**src/rtl/isp_pkg.sv**
```systemverilog
// Shared ISP pipeline constants: channel tags, filter modes and
// the channel sequencing helper.
package isp_pkg;

  localparam logic [2:0] RED   = 3'd0;
  localparam logic [2:0] GREEN = 3'd1;
  localparam logic [2:0] BLUE  = 3'd2;
  localparam logic [2:0] VOID  = 3'd3;

  localparam logic [1:0] MODE_BYPASS = 2'd0;
  localparam logic [1:0] MODE_SMOOTH = 2'd1;
  localparam logic [1:0] MODE_MEDIAN = 2'd2;
  localparam logic [1:0] MODE_ADAPT  = 2'd3;

  function automatic logic [2:0] next_ch(
    input logic [2:0] ch,
    input logic [2:0] last_ch
  );
    return (ch == last_ch) ? RED : ch + 3'd1;
  endfunction

endpackage

```
**src/rtl/denoise_kern3.sv**
```systemverilog
// Combinational 3-tap filter kernel on window (a, b, c), b centred.
// Bypass, 1-2-1 smoothing, median, or threshold-gated median.
module denoise_kern3
  import isp_pkg::*;
#(
  parameter int                DATA_W = 8,
  parameter logic [DATA_W-1:0] THRESH = DATA_W'(32)
) (
  input  logic [DATA_W-1:0] a,
  input  logic [DATA_W-1:0] b,
  input  logic [DATA_W-1:0] c,
  input  logic [1:0]        mode,
  output logic [DATA_W-1:0] y
);

  localparam int SW = DATA_W + 2;

  logic [SW-1:0]     w_sum;
  logic [DATA_W-1:0] w_smooth;
  logic [DATA_W-1:0] w_lo_ab;
  logic [DATA_W-1:0] w_hi_ab;
  logic [DATA_W-1:0] w_mid;
  logic [DATA_W-1:0] w_med;
  logic [DATA_W-1:0] w_diff;

  always_comb begin
    // Max sum 4*(2^W-1)+2 fits in W+2 bits; >>2 stays <= 2^W-1
    w_sum = SW'(a) + SW'({b, 1'b0}) + SW'(c) + SW'(2);
    w_smooth = w_sum[SW-1:2];
    w_lo_ab = (a < b) ? a : b;
    w_hi_ab = (a < b) ? b : a;
    w_mid = (w_hi_ab < c) ? w_hi_ab : c;
    w_med = (w_lo_ab > w_mid) ? w_lo_ab : w_mid;
    w_diff = (b > w_med) ? (b - w_med) : (w_med - b);
    y = b;
    unique case (mode)
      MODE_BYPASS: y = b;
      MODE_SMOOTH: y = w_smooth;
      MODE_MEDIAN: y = w_med;
      MODE_ADAPT:  y = (w_diff > THRESH) ? w_med : b;
    endcase
  end

endmodule

```
**src/rtl/denoise_line3.sv**
```systemverilog
// Line-based 3-tap denoise on a channel-interleaved pixel stream.
// Drops the first and last pixel of each line; 1-cycle latency.
module denoise_line3
  import isp_pkg::*;
#(
  parameter int                DATA_W = 8,
  parameter int                NUM_CH = 3,
  parameter logic [DATA_W-1:0] THRESH = DATA_W'(32)
) (
  input  logic              clk,
  input  logic              rst,
  input  logic [DATA_W-1:0] pixel_in,
  input  logic              valid_in,
  input  logic [2:0]        color_in,
  input  logic              last_col_in,
  input  logic [1:0]        mode,
  output logic [DATA_W-1:0] pixel_out,
  output logic              valid_out,
  output logic [2:0]        color_out,
  output logic              last_col_out,
  output logic              err_seq
);

  localparam logic [2:0] LAST_CH = 3'(NUM_CH - 1);

  logic [DATA_W-1:0] r_h1 [NUM_CH];
  logic [DATA_W-1:0] r_h2 [NUM_CH];
  logic [1:0]        r_cnt;
  logic [2:0]        r_exp;
  logic [1:0]        r_mode;

  logic              w_ok;
  logic              w_bad;
  logic              w_eol;
  logic              w_emit;
  logic [DATA_W-1:0] w_a;
  logic [DATA_W-1:0] w_b;
  logic [DATA_W-1:0] w_y;

  always_comb begin
    w_ok = valid_in && (color_in == r_exp)
        && (color_in <= LAST_CH);
    w_bad = valid_in && !w_ok;
    w_eol = w_ok && last_col_in
         && (color_in == LAST_CH);
    w_emit = w_ok && (r_cnt == 2'd2);
    w_a = '0;
    w_b = '0;
    if (w_ok) begin
      w_a = r_h2[color_in];
      w_b = r_h1[color_in];
    end
  end

  denoise_kern3 #(
    .DATA_W(DATA_W),
    .THRESH(THRESH)
  ) u_kern (
    .a   (w_a),
    .b   (w_b),
    .c   (pixel_in),
    .mode(r_mode),
    .y   (w_y)
  );

  always_ff @(posedge clk) begin
    if (!rst) begin
      pixel_out    <= '0;
      valid_out    <= 1'b0;
      color_out    <= '0;
      last_col_out <= 1'b0;
      err_seq      <= 1'b0;
      r_cnt        <= '0;
      r_exp        <= RED;
      r_mode       <= MODE_BYPASS;
      for (int i = 0; i < NUM_CH; i++) begin
        r_h1[i] <= '0;
        r_h2[i] <= '0;
      end
    end else begin
      valid_out    <= w_emit;
      last_col_out <= w_emit && last_col_in;
      if (w_emit) begin
        pixel_out <= w_y;
        color_out <= color_in;
      end
      if (w_bad) err_seq <= 1'b1;
      if (w_ok) begin
        r_exp <= next_ch(r_exp, LAST_CH);
        // Mode is frozen for the line at its very first beat
        if (r_cnt == 2'd0 && color_in == RED)
          r_mode <= mode;
        if (w_eol) begin
          r_cnt <= '0;
          for (int i = 0; i < NUM_CH; i++) begin
            r_h1[i] <= '0;
            r_h2[i] <= '0;
          end
        end else begin
          r_h2[color_in] <= r_h1[color_in];
          r_h1[color_in] <= pixel_in;
          if (color_in == LAST_CH && r_cnt != 2'd2)
            r_cnt <= r_cnt + 2'd1;
        end
      end
    end
  end

endmodule

```
**config.mk**
```make
export PLATFORM = sky130hd
export DESIGN_NAME = denoise_line3
export DESIGN_NICKNAME = d
export VERILOG_FILES = /design/src/rtl/isp_pkg.sv /design/src/rtl/denoise_kern3.sv /design/src/rtl/denoise_line3.sv
export SDC_FILE = /design/constraint.sdc
export NUM_CORES = 1
export LEC_CHECK = 0
export ABC_AREA = 1
export ABC_CLOCK_PERIOD_IN_PS = 10000
export BUFFER_PORTS_ARGS = -buffer_cell sky130_fd_sc_hd__buf_2
export CAP_MARGIN = 20
export CORE_MARGIN = 5
export CORE_UTILIZATION = 45
export DETAILED_ROUTE_END_ITERATION = 7
export HOLD_SLACK_MARGIN = 0.12
export PLACE_DENSITY = 0.61
export SYNTH_ARGS = -nofsm -noshare
export SYNTH_HDL_FRONTEND = slang
export SYNTH_HIERARCHICAL = 1
export SYNTH_SLANG_ARGS = --single-unit
```
**constraint.sdc**
```tcl
create_clock -name clk -period 10 [get_ports clk]
set_input_delay 2.5 -clock clk [delete_from_list [all_inputs] [get_ports clk]]
set_output_delay 2.5 -clock clk [all_outputs]
set_load 0.02 [all_outputs]
```
==> reports/summary.md <==
* Seq/Total Area, Yosys: 0.373
* FFs w/ async S/R, synth: 0
* class of the tightest hold or removal check: reg -> reg
* total detailed-routing wirelength: 16.6 mm
* combinational family with the most area after synthesis: simple AND/OR/NAND/NOR gates
* vias post-DR: 5422
* number of inserted diodes: 0
* post-CTS clock slew at the launch and capture registers of the worst setup and hold paths: 0.06 ns
* clock tree root buffer cell: sky130_fd_sc_hd__clkbuf_16
* post-synth design cell area: 0.00628 mm2
* category of the critical setup timing path: in -> reg
* maximum fanout encountered on the critical timing path: 17
* final routed wire length divided by cell count: 15.6 um
* flops & latches, synth: 85
* Syn. warnings: 6
* Die X-Extent: 128 um
* num ports: 31
* Reg2Reg Setup Slack: 2.53 ns
* Worst Min Path Start: r_exp[2]
* pwr/cell area: 190 mW/mm2
* crit start category: input port
* final critical path time including I/O delays and setup: 9.42 ns
* starting density of the core: 0.456
* Placed Cells: 1042
* endpoint of the worst register-to-register path: pixel_out[7]
* final antenna-violating net count: 0
* CP max stage delay: 0.44 ns
* vias in the first global route: 5169
* maxcap violations: 0
* Max-Slew Margin vs Limit: 0.465
* most common library cell in the layout ignoring fill and taps: sky130_fd_sc_hd__nand2_1
* total design power: 1.36 mW
* outcome: complete, no violations
* number of nets in the layout: 949
* total clock sinks: 85
* Max Freq: 0.106 GHz
* Vert. Die Dim: 128 um
* final clock period utilization by the worst path: 0.942
* synthesized-area fraction occupied by ao, oa, aoi and oai cells: 0.0949
* worst supply voltage drop on vdd: 0.000117 V
* number of iterations in the first detailed-routing pass: 6
* cell row count: 43
* count of unresolved DRC violations after routing: 0
* crit path DAT: 9.71 ns
* worst hold path depth: 2
* number of setup violations in the final report: 0
* clock buffer count from CTS: 9
* quantity of I/O buffers inserted on ports: 30
* endpoint kind of the worst setup timing path: flip-flop
* leading cell types in the layout, fill and taps excluded: 186 x sky130_fd_sc_hd__nand2_1, 124 x sky130_fd_sc_hd__nor2_1, 100 x sky130_fd_sc_hd__inv_1, 64 x sky130_fd_sc_hd__edfxtp_1, 57 x sky130_fd_sc_hd__nand3_1
* clock tree from TritonCTS: done
* area of the core region: 0.0138 mm2
* count of buffers added by post-CTS timing repair for setup: 0
* first-iteration detailed-routing DRC count: 500
* Avg Cell Area, Syn: 7.75 um2
* skew final: 0.00764 ns
* Post-Layout Cell Count: 1059
* Resized Gates After CTS: 0
* number of cells traversed by the worst register-to-register path: 48
* Overall Global Routing Usage: 0.207
* Clock Tree Buf Depth: 2
* largest net degree at the start of global routing: 24
* final max-slew violation count: 0
* DP HPWL: 12.7 mm
* EDFF count, synth: 64
* leakage power of the design: 3.48 nW
* synth-to-layout area growth: 14.5%
* number of H-tree levels: 3
* xor-xnor portion of the synthesized cell area: 0.0140
* RD Place Congestion: 0.953
* floorplan die area: 0.0164 mm2
* CP required: 10.28 ns
* cell with the largest stage delay on the worst path: sky130_fd_sc_hd__ha_1
* Tightest Pin Transition: 0.800 ns
* Critical Path Most Common Cell: sky130_fd_sc_hd__nand2_1
* post-synthesis cell type count: 46
* share of synthesized area spent on multiplexers: 0
* post-synthesis adder-cell area fraction: 0.125
* Post-CTS Hold Buffers: 0
* synthesized instance count: 810
* post-synthesis share of cell area spent on and, or, nand and nor gates: 0.304
* Most used DFF post-synth: sky130_fd_sc_hd__edfxtp_1
* number of antenna violations at the first check in global routing: 0
* global-route wire length before repair: 26.4 mm
* fraction of final layout cells with drive strength greater than 1: 0.164
* total overflow reported by the global router: 0
* final hold violation count: 0
* origin of the critical flop-to-flop path: r_exp[0]
* hold path endpoint: r_exp[2]
* mean number of vias per cell: 5.12
* insertion delay of the later-clocked pin in the worst-skew pair: 0.35 ns
## layout make-up
cell class / instances / area, um2
Fill cell: 1374 / 6590
Multi-Input combinational cell: 604 / 3500
Sequential cell: 85 / 2340
Inverter: 111 / 424
Timing Repair Buffer: 62 / 399
Clock buffer: 9 / 225
Tap cell: 180 / 225
Clock inverter: 7 / 65.1
Timing Repair inverter: 1 / 7.51
## critical path, delay by kind of cell
kind | cells | cell delay [ns]
compound gates | 10 | 1.88
buf+inv | 9 | 1.14
simple gates | 25 | 2.67
fa+ha+maj | 4 | 1.33
xor+xnor | 1 | 0.18
## report_power, final
| group | switching (mW) | total, mW | internal (mW) |
|---|---|---|---|
| sequential | 0.00398 | 0.396 | 0.392 |
| combinational | 0.417 | 0.645 | 0.228 |
| clock | 0.149 | 0.323 | 0.174 |
## synthesized netlist by cell type, types with 9 or more instances
cell type,n,area (um2)
sky130_fd_sc_hd__a21oi_1,36,180
sky130_fd_sc_hd__a31oi_1,17,106
sky130_fd_sc_hd__buf_2,11,55.1
sky130_fd_sc_hd__clkbuf_1,9,33.8
sky130_fd_sc_hd__dfxtp_1,21,420
sky130_fd_sc_hd__edfxtp_1,64,1920
sky130_fd_sc_hd__ha_1,50,626
sky130_fd_sc_hd__inv_1,105,394
sky130_fd_sc_hd__nand2_1,188,706
sky130_fd_sc_hd__nand3_1,57,285
sky130_fd_sc_hd__nor2_1,129,484
sky130_fd_sc_hd__o21ai_0,16,80.1
## registers in the layout, indices dropped and copies added, names as in the netlist, 2 cells and up
register,cells
r_exp,3
color_out,3
pixel_out,8
r_mode,2
r_h2,32
r_h1,32
r_cnt,2
## worst max-delay path by stage
stage,end,startpoint,cells past startpoint
4_1_cts,pixel_out[3],color_in[0],49
3_3_place_gp,pixel_out[1],color_in[0],49
2_1_floorplan,pixel_out[1],color_in[2],53
6_report,pixel_out[7],color_in[0],49
5_1_grt,pixel_out[1],color_in[0],51
3_5_place_dp,pixel_out[3],color_in[0],49
## through the flow
step / setup slack [ns] / setup TNS [ns] / utilization / instance area, um2 / hold WS [ns]
finish: 0.576 / 0 / 0.522 / 7190 / 0.449
floorplan: 0.455 / 0 / - / 6330 / 0.421
global route: -0.0351 / -0.116 / 0.522 / 7190 / 0.471
global placement: -0.0684 / -0.255 / 0.495 / 6810 / 0.437
CTS: 0.247 / 0 / 0.516 / 7100 / 0.451
detailed placement: -0.0950 / -0.383 / 0.495 / 6810 / 0.438
## layer usage
metal	GRT usage	vias up	wire length, um
li1	-	2745	-
met1	0.268	2517	7390
met2	0.356	140	8060
met3	0.0404	20	884
met4	0.0531	0	238
met5	0	-	0
## cells by family (layout without fill, tap and decap cells)
kind of cell | Yosys count | after routing
AO/OA/AOI/OAI | 98 | 98
XOR/XNOR | 10 | 10
adder cells (fa/ha/maj) | 58 | 58
buffers and inverters | 136 | 190
flip-flops | 85 | 85
other | 1 | 16
AND/OR/NAND/NOR | 422 | 422
(Power assumes the default switching activity.)
